**src/rtl/timer_pkg.sv**
```systemverilog
// rtl/timer_pkg.sv - shared types and constants for the overflow timer
// Contents: state_t (IDLE/RUN/PAUSE/DONE), mode constants, overflow counter width.
package timer_pkg;

  typedef enum logic [1:0] {
    ST_IDLE  = 2'd0,
    ST_RUN   = 2'd1,
    ST_PAUSE = 2'd2,
    ST_DONE  = 2'd3
  } state_t;

  localparam logic MODE_ONESHOT = 1'b0;
  localparam logic MODE_RELOAD  = 1'b1;

  localparam int OVF_CNT_W = 8;

endpackage

```
**src/rtl/tick_gen.sv**
```systemverilog
// rtl/tick_gen.sv - prescaler producing one tick every div+1 enabled clocks
// Ports:
//   clk, rst  clock, synchronous active-high reset
//   clr       clears the prescaler counter (start/stop)
//   en        counting enable; the counter freezes while low
//   div       latched prescale divisor
//   tick      combinational, high on the enabled clock where the counter equals div
module tick_gen #(
  parameter int PRESC_W = 16
) (
  input  logic               clk,
  input  logic               rst,
  input  logic               clr,
  input  logic               en,
  input  logic [PRESC_W-1:0] div,
  output logic               tick
);

  logic [PRESC_W-1:0] cnt;

  assign tick = en && (cnt == div);

  always_ff @(posedge clk) begin
    if (rst || clr) begin
      cnt <= '0;
    end else if (en) begin
      cnt <= tick ? '0 : cnt + 1'b1;
    end
  end

endmodule

```
**src/rtl/overflow_timer.sv**
```systemverilog
// rtl/overflow_timer.sv - prescaled down-counter with one-shot/auto-reload overflow pulse
// Ports:
//   clk, rst   clock, synchronous active-high reset
//   start      pulse: latch mode/prescale/period and (re)start counting
//   stop       pulse: abort to IDLE, clearing count and prescaler
//   pause      level: freeze counting while high
//   mode       0 one-shot, 1 auto-reload (sampled on start)
//   prescale   tick every prescale+1 clocks (sampled on start)
//   period     overflow after period+1 ticks (sampled on start)
//   overflow   registered single-cycle pulse
//   busy       high in RUN or PAUSE
//   done       high in DONE
//   count      current down-count value
//   ovf_cnt    overflows since last start, saturating
module overflow_timer
  import timer_pkg::*;
#(
  parameter int CNT_W   = 32,
  parameter int PRESC_W = 16
) (
  input  logic                 clk,
  input  logic                 rst,
  input  logic                 start,
  input  logic                 stop,
  input  logic                 pause,
  input  logic                 mode,
  input  logic [PRESC_W-1:0]   prescale,
  input  logic [CNT_W-1:0]     period,
  output logic                 overflow,
  output logic                 busy,
  output logic                 done,
  output logic [CNT_W-1:0]     count,
  output logic [OVF_CNT_W-1:0] ovf_cnt
);

  state_t             state, state_n;
  logic               mode_q;
  logic [PRESC_W-1:0] prescale_q;
  logic [CNT_W-1:0]   period_q;
  logic               tick_en;
  logic               tick;
  logic               ovf_tick;

  // Counting also proceeds on the edge that leaves PAUSE, so a pause costs
  // exactly as many clocks as pause was sampled high.
  assign tick_en  = (state == ST_RUN || state == ST_PAUSE) && !pause && !stop && !start;
  assign ovf_tick = tick && (count == '0);

  tick_gen #(
    .PRESC_W(PRESC_W)
  ) u_tick_gen (
    .clk (clk),
    .rst (rst),
    .clr (start || stop),
    .en  (tick_en),
    .div (prescale_q),
    .tick(tick)
  );

  always_ff @(posedge clk) begin
    if (rst) begin
      state <= ST_IDLE;
    end else begin
      state <= state_n;
    end
  end

  always_comb begin
    state_n = state;
    if (stop) begin
      state_n = ST_IDLE;
    end else if (start) begin
      state_n = ST_RUN;
    end else begin
      case (state)
        ST_RUN: begin
          if (pause) begin
            state_n = ST_PAUSE;
          end else if (ovf_tick && mode_q == MODE_ONESHOT) begin
            state_n = ST_DONE;
          end
        end
        ST_PAUSE: begin
          if (!pause) begin
            state_n = (ovf_tick && mode_q == MODE_ONESHOT) ? ST_DONE : ST_RUN;
          end
        end
        default: state_n = state;
      endcase
    end
  end

  always_ff @(posedge clk) begin
    if (rst) begin
      overflow   <= 1'b0;
      count      <= '0;
      ovf_cnt    <= '0;
      mode_q     <= MODE_ONESHOT;
      prescale_q <= '0;
      period_q   <= '0;
    end else begin
      overflow <= 1'b0;
      if (stop) begin
        count <= '0;
      end else if (start) begin
        mode_q     <= mode;
        prescale_q <= prescale;
        period_q   <= period;
        count      <= period;
        ovf_cnt    <= '0;
      end else if (tick) begin
        if (count != '0) begin
          count <= count - 1'b1;
        end else begin
          overflow <= 1'b1;
          if (ovf_cnt != '1) begin
            ovf_cnt <= ovf_cnt + 1'b1;
          end
          count <= (mode_q == MODE_RELOAD) ? period_q : '0;
        end
      end
    end
  end

  assign busy = (state == ST_RUN) || (state == ST_PAUSE);
  assign done = (state == ST_DONE);

endmodule

```
**config.mk**
```make
export PLATFORM = sky130hd
export DESIGN_NAME = overflow_timer
export DESIGN_NICKNAME = d
export VERILOG_FILES = /design/src/rtl/timer_pkg.sv /design/src/rtl/tick_gen.sv /design/src/rtl/overflow_timer.sv
export SDC_FILE = /design/constraint.sdc
export NUM_CORES = 1
export LEC_CHECK = 0
export ABC_AREA = 1
export CAP_MARGIN = 20
export CORE_MARGIN = 5
export CORE_UTILIZATION = 54
export DETAILED_ROUTE_END_ITERATION = 12
export GPL_ROUTABILITY_DRIVEN = 0
export GPL_TIMING_DRIVEN = 1
export PLACE_DENSITY = 0.81
export SETUP_SLACK_MARGIN = 0.1
export SYNTH_ARGS = -nofsm -noshare
export SYNTH_HDL_FRONTEND = slang
export SYNTH_SLANG_ARGS = --single-unit
```
**constraint.sdc**
```tcl
create_clock -name clk -period 2.3 [get_ports clk]
set_clock_uncertainty 0.05 [all_clocks]
set_input_delay 0.46 -clock clk [delete_from_list [all_inputs] [get_ports clk]]
set_output_delay 0.46 -clock clk [all_outputs]
set_load 0.05 [all_outputs]
```
======== After elaboration in Yosys (flattened, before gate mapping) ========
Cells that the tools add are included.
storage, ports and cells
  bits in registers ....................... 108
  logic and storage cells ................. 66
  bits of input ports ..................... 54
cells by class
  add/sub/neg operators ................... 3
  reductions and logical operators ........ 25
  mux-type cells .......................... 16
  equal/unequal tests ..................... 10
  bitwise operators ....................... 3
operators with widths
  cell                     number
  $mux W32                 4
  $logic_not A32 Y1        1
  $mux W8                  4
  $reduce_bool A32 Y1      1
  $sub A32 B1 Y32 const B  1
  $add A16 B1 Y16 const B  1
  $eq A16 B16 Y1           1
  $mux W16                 1
  $add A8 B1 Y8 const B    1
  $mux W2                  4
  $ne A8 B8 Y1 const B     1
  $logic_and A1 B1 Y1      6
  $reduce_and A3 Y1        2
  $reduce_bool A2 Y1       3
  $eq A2 B2 Y1 const B     2
  $ne A2 B2 Y1 const B     2
  $ne A4 B3 Y1 const B     1
  $pmux W2 S2              1
  $reduce_and A4 Y1        1
  $reduce_or A4 Y1         1
  $logic_not A1 Y1         3
  $logic_or A1 B1 Y1       3
  $ne A3 B2 Y1 const B     1
  $ne A3 B3 Y1 const B     1
  7 further kinds          10

======== Depth between registers and ports, before layout ========
  depth after elaboration ................. 12
  gate-level depth with buffers ........... 14
  depth with buffers taken out ............ 14

======== Cells and area by module ========
Synthesis repeated with hierarchy kept, for this count alone.
unflattened totals
  cells, all modules ...................... 1037
  area total of the unflattened synthesis .. 6532.5 µm²
by module, submodules not included
  module          instances  cells an instance  seq. area each (µm²)  area an instance (µm²)
  overflow_timer  1          831                1841.8                5321.4
  tick_gen        1          206                320.3                 1211.2

======== Worst setup path before layout ========
No wires, ideal clock.
  path kind ............................... reg2reg
  from .................................... register state[0]
  to ...................................... register ovf_cnt[5]
  library setup time ...................... 0.117 ns
  data arrival time ....................... 2.129 ns
  path buffers ............................ 0
  data required time ...................... 2.133 ns
  stages on the path, launching flop included .. 15
  slack ................................... 0.004 ns
  cell sequence ........................... dfxtp_1 -> inv_1 -> ha_1 -> inv_1 -> nand4_4 -> inv_4 -> nand2_1 -> nor2_2 -> nand2_4 -> clkinv_2 -> nand3_4 -> nand2_4 -> nand3_1 -> nand2_1 -> nor2_1
on the way
  cells in the longest elaborated chain, start to end .. 8
RTL lines
  element                                       RTL line               source
  start: declaration                            overflow_timer.sv:36   state_t state, state_n;
  start signal: assignment                      overflow_timer.sv:64   state <= state_n;
  $eq A2 B1 Y1 or $eq A2 B2 Y1 (tied branches)  --
  $logic_or A1 B1 Y1 *                          --
  via busy                                      overflow_timer.sv:30   output logic busy,
  $logic_and A1 B1 Y1 * (3 in a row)            overflow_timer.sv:46   assign tick_en = (state == ST_RUN || state == ST_PAUSE) && !pause && !stop && !start;
  $logic_and A1 B1 Y1 *                         tick_gen.sv:21         assign tick = en && (cnt == div);
  $reduce_bool A2 Y1 (no line) *                --
  $reduce_and A4 Y1 (no line) *                 --
  end signal: assignment                        overflow_timer.sv:117  ovf_cnt <= ovf_cnt + 1'b1;
  end: declaration                              overflow_timer.sv:33   output logic [OVF_CNT_W-1:0] ovf_cnt
Mark *: on every way through the listed nets, which the timed path passes. The rest lies on a longest branch.
A chain may end at the register's enable or synchronous reset.

======== Worst setup path in the final report ========
  from .................................... register ovf_cnt[2]
  to ...................................... output port ovf_cnt[2]
No word-level cell between the ends.

==> results.json <==
{
  "status": "finished, final reports clean",
  "crit_chain": "clkdlybuf4s50_1",
  "synth-compound-area-share_pct": 18.2,
  "r2r-end": "count[12]",
  "min_delay_path_depth": 2,
  "cp_max_fo": 5,
  "die_area_mm2": 0.0131,
  "cts-root-buf": "clkbuf_8",
  "nFillCells": 932,
  "routed_wl_um": 17000,
  "post-place-ws_ns": -0.0937,
  "ios": 97,
  "synth_top_family_by_area": "simple AND/OR/NAND/NOR gates",
  "hpwlAfterDp_um": 12200,
  "synth.mux.area_fraction_pct": 0,
  "num_antenna_cells": 0,
  "drt_iter0_drc": 525,
  "die_x_um": 115,
  "worst_pin_slew_ns": 0.517,
  "ys_ff_latch": 108,
  "cts_tree": "done",
  "rsz0062_at_grt": "true",
  "grt_pass1_vias": 5647,
  "grt_pass1_wl_um": 27500,
  "reg2reg_slack_ns": 0.24,
  "cp.required_ns": 1.79,
  "synthArstFlopShare_pct": 0,
  "synth_edf_count": 0,
  "dpl-instance-area_mm2": 0.00714,
  "rows": 38,
  "drive_gt1_share_pct": 9.36,
  "slew_headroom_pct": 65.5,
  "min_period_over_period_pct": 93.7,
  "antenna_left": 0,
  "holdWs_ns": 0.403,
  "fin_crit_ns": 2.16,
  "syn-num-nets": 940,
  "cpPeakStageDelay_ns": 0.85,
  "seq_area_frac_synth_pct": 36.6,
  "slew_viol_final": 0,
  "fin_nets": 1050,
  "coreArea_mm2": 0.0108,
  "crit_family": "buffers and inverters",
  "r2r_cells": 12,
  "start_kind": "flop",
  "hold_end": "period_q[31]",
  "htreeDepth": 3,
  "crit_slowest_cell": "clkdlybuf4s50_1",
  "cellPowerDensity_mw_per_mm2": 579,
  "grt_max_degree": 48,
  "cts.path.max_buffers": 2,
  "hold_viol": 0,
  "cts_sinks": 108,
  "cts_hold_buf": 0,
  "synthFlopType": "dfxtp_1",
  "crit_type": "flop to output pin",
  "synthesis.area_mm2": 0.00591,
  "hold_class": "flop to flop",
  "routed_via_density": 5.39,
  "start_util_pct": 54.7,
  "setup_ws_ns": 0.144,
  "grt_use_total_pct": 26.1,
  "ir_drop_uv": 443,
  "syn_to_final_growth_pct": 27.5,
  "synthAdderAreaFrac_pct": 1.48,
  "setup_viol": 0,
  "worstPathArrival_ns": 1.65,
  "num_vias": 6113,
  "path_clk_slew_ns": 0.09,
  "antenna_found_initial": 0,
  "die_h_um": 115,
  "port_buffers": 96,
  "drc": 0,
  "timing.rr.start": "state[1]",
  "synthSimpleGateAreaFrac_pct": 29.4,
  "power.leakage_nw": 3.51,
  "numCtsBuffers": 9,
  "syn-instance-count": 879,
  "finalInstanceArea_mm2": 0.00753,
  "avgSynthCellArea_um2": 6.72,
  "critPathBufInv": 1,
  "yosysWarnings": 0,
  "overflow": 0,
  "clk_latency_ns": 0.38,
  "first_pass_iters": 6,
  "wl_per_cell_um": 15.0,
  "yosys.area_share.xor_xnor_pct": 4.74,
  "cap_violations": 0,
  "synthDistinctLibCells": 42,
  "endpoint_kind": "output pin",
  "max_freq_mhz": 464,
  "min_from": "period_q[31]"
}
power by group:
group / switching [mW] / total (mW) / internal (mW) / leakage (nW)
Clock: 0.639 / 1.28 / 0.643 / 0.107
Combinational: 0.657 / 1.06 / 0.407 / 2.52
Sequential: 0.0650 / 2.02 / 1.95 / 0.883
kinds of logic after synthesis:
group / count (synthesis)
DFF: 108
AOI/OAI and AO/OA: 192
adders and majority gates: 7
xor gates and xnor gates: 32
buffers and inverters: 137
and+or+nand+nor: 403
sequential cells by signal (all words and copies together), names as in the netlist:
register,flops
count,32
mode_q,1
overflow,1
ovf_cnt,8
period_q,32
prescale_q,16
state,2
u_tick_gen.cnt,16
cells in the mapped netlist, types with 3 or more instances:
cell type	number	area (um2)
nand2_1	182	683
nor2_1	125	469
dfxtp_1	108	2160
inv_1	95	357
o21ai_0	85	425
a21oi_1	63	315
nand3_1	50	250
xor2_1	26	228
clkbuf_1	21	78.8
o211ai_1	14	105
a211oi_1	12	90.1
nor3_1	11	55.1
nor2_2	8	50.1
ha_1	7	87.6
nand4_1	7	43.8
inv_2	6	22.5
o21ai_1	6	30.0
xnor2_1	6	52.6
buf_2	5	25.0
nand2_2	4	25.0
o21ai_2	4	35.0
nand2_4	3	33.8
nor2_4	3	33.8
nor3b_1	3	22.5
worst max path at each step:
stage / from / to / slack (ns) / cells after the start
after floorplan: state[0] / ovf_cnt[5] / 0.14 / 14
after global placement: pause / count[8] / -0.002 / 11
after detailed placement: pause / count[0] / -0.09 / 11
after CTS: state[0] / count[23] / 0.09 / 12
after global routing: count[1] / count[21] / 0.1 / 11
final: ovf_cnt[2] / ovf_cnt[2] / 0.14 / 1
cell type report:
| type | count | area, um2 | area share [%] |
|---|---|---|---|
| clock buffers | 12 | 145 | 1.93 |
| clock inverters | 4 | 72.6 | 0.963 |
| inverters | 105 | 420 | 5.58 |
| multi-input cells | 634 | 3220 | 42.8 |
| flip-flops and latches | 108 | 2160 | 28.7 |
| well taps | 140 | 175 | 2.33 |
| repair buffers | 131 | 1340 | 17.7 |
timing repair:
action / CTS / global route
pin swaps: 0 / 4
endpoints found under the hold margin: 0 / 0
endpoints found under the setup margin: 14 / 77
gates resized for setup: 9 / 33
gates cloned: 0 / 1
setup buffers: 0 / 7
cells in the final DEF (no fill, tap or decap), types with 6 or more instances in the layout:
cell / count
a211oi_1: 12
a21oi_1: 63
buf_4: 30
clkbuf_8: 10
clkdlybuf4s50_1: 69
dfxtp_1: 107
dlygate4sd2_1: 7
dlymetal6s2s_1: 19
ha_1: 6
inv_1: 93
inv_2: 6
nand2_1: 182
nand3_1: 50
nand4_1: 7
nor2_1: 125
nor2_2: 7
nor3_1: 11
o211ai_1: 14
o21ai_0: 84
o21ai_1: 7
xnor2_1: 6
xor2_1: 26
routing by layer:
| layer | track usage (%) | routed length, um |
|---|---|---|
| met1 | 36.7 | 7680 |
| met2 | 40.5 | 7690 |
| met3 | 5.07 | 1420 |
| met4 | 7.84 | 218 |
| met5 | 0 | 0 |
stage by stage:
stage                     std cells  TNS [ns]  power, mW  util (%)
after CTS                      1126         0       4.35      68.1
after global routing           1134         0       4.57      69.8
after detailed placement       1110    -0.921       3.08      66.1
after floorplan                 879         0       2.73         -
final                          1134         0       4.36      69.8
after global placement         1110  -0.00373       3.07      66.1
Power figures use the tool's default switching activity.
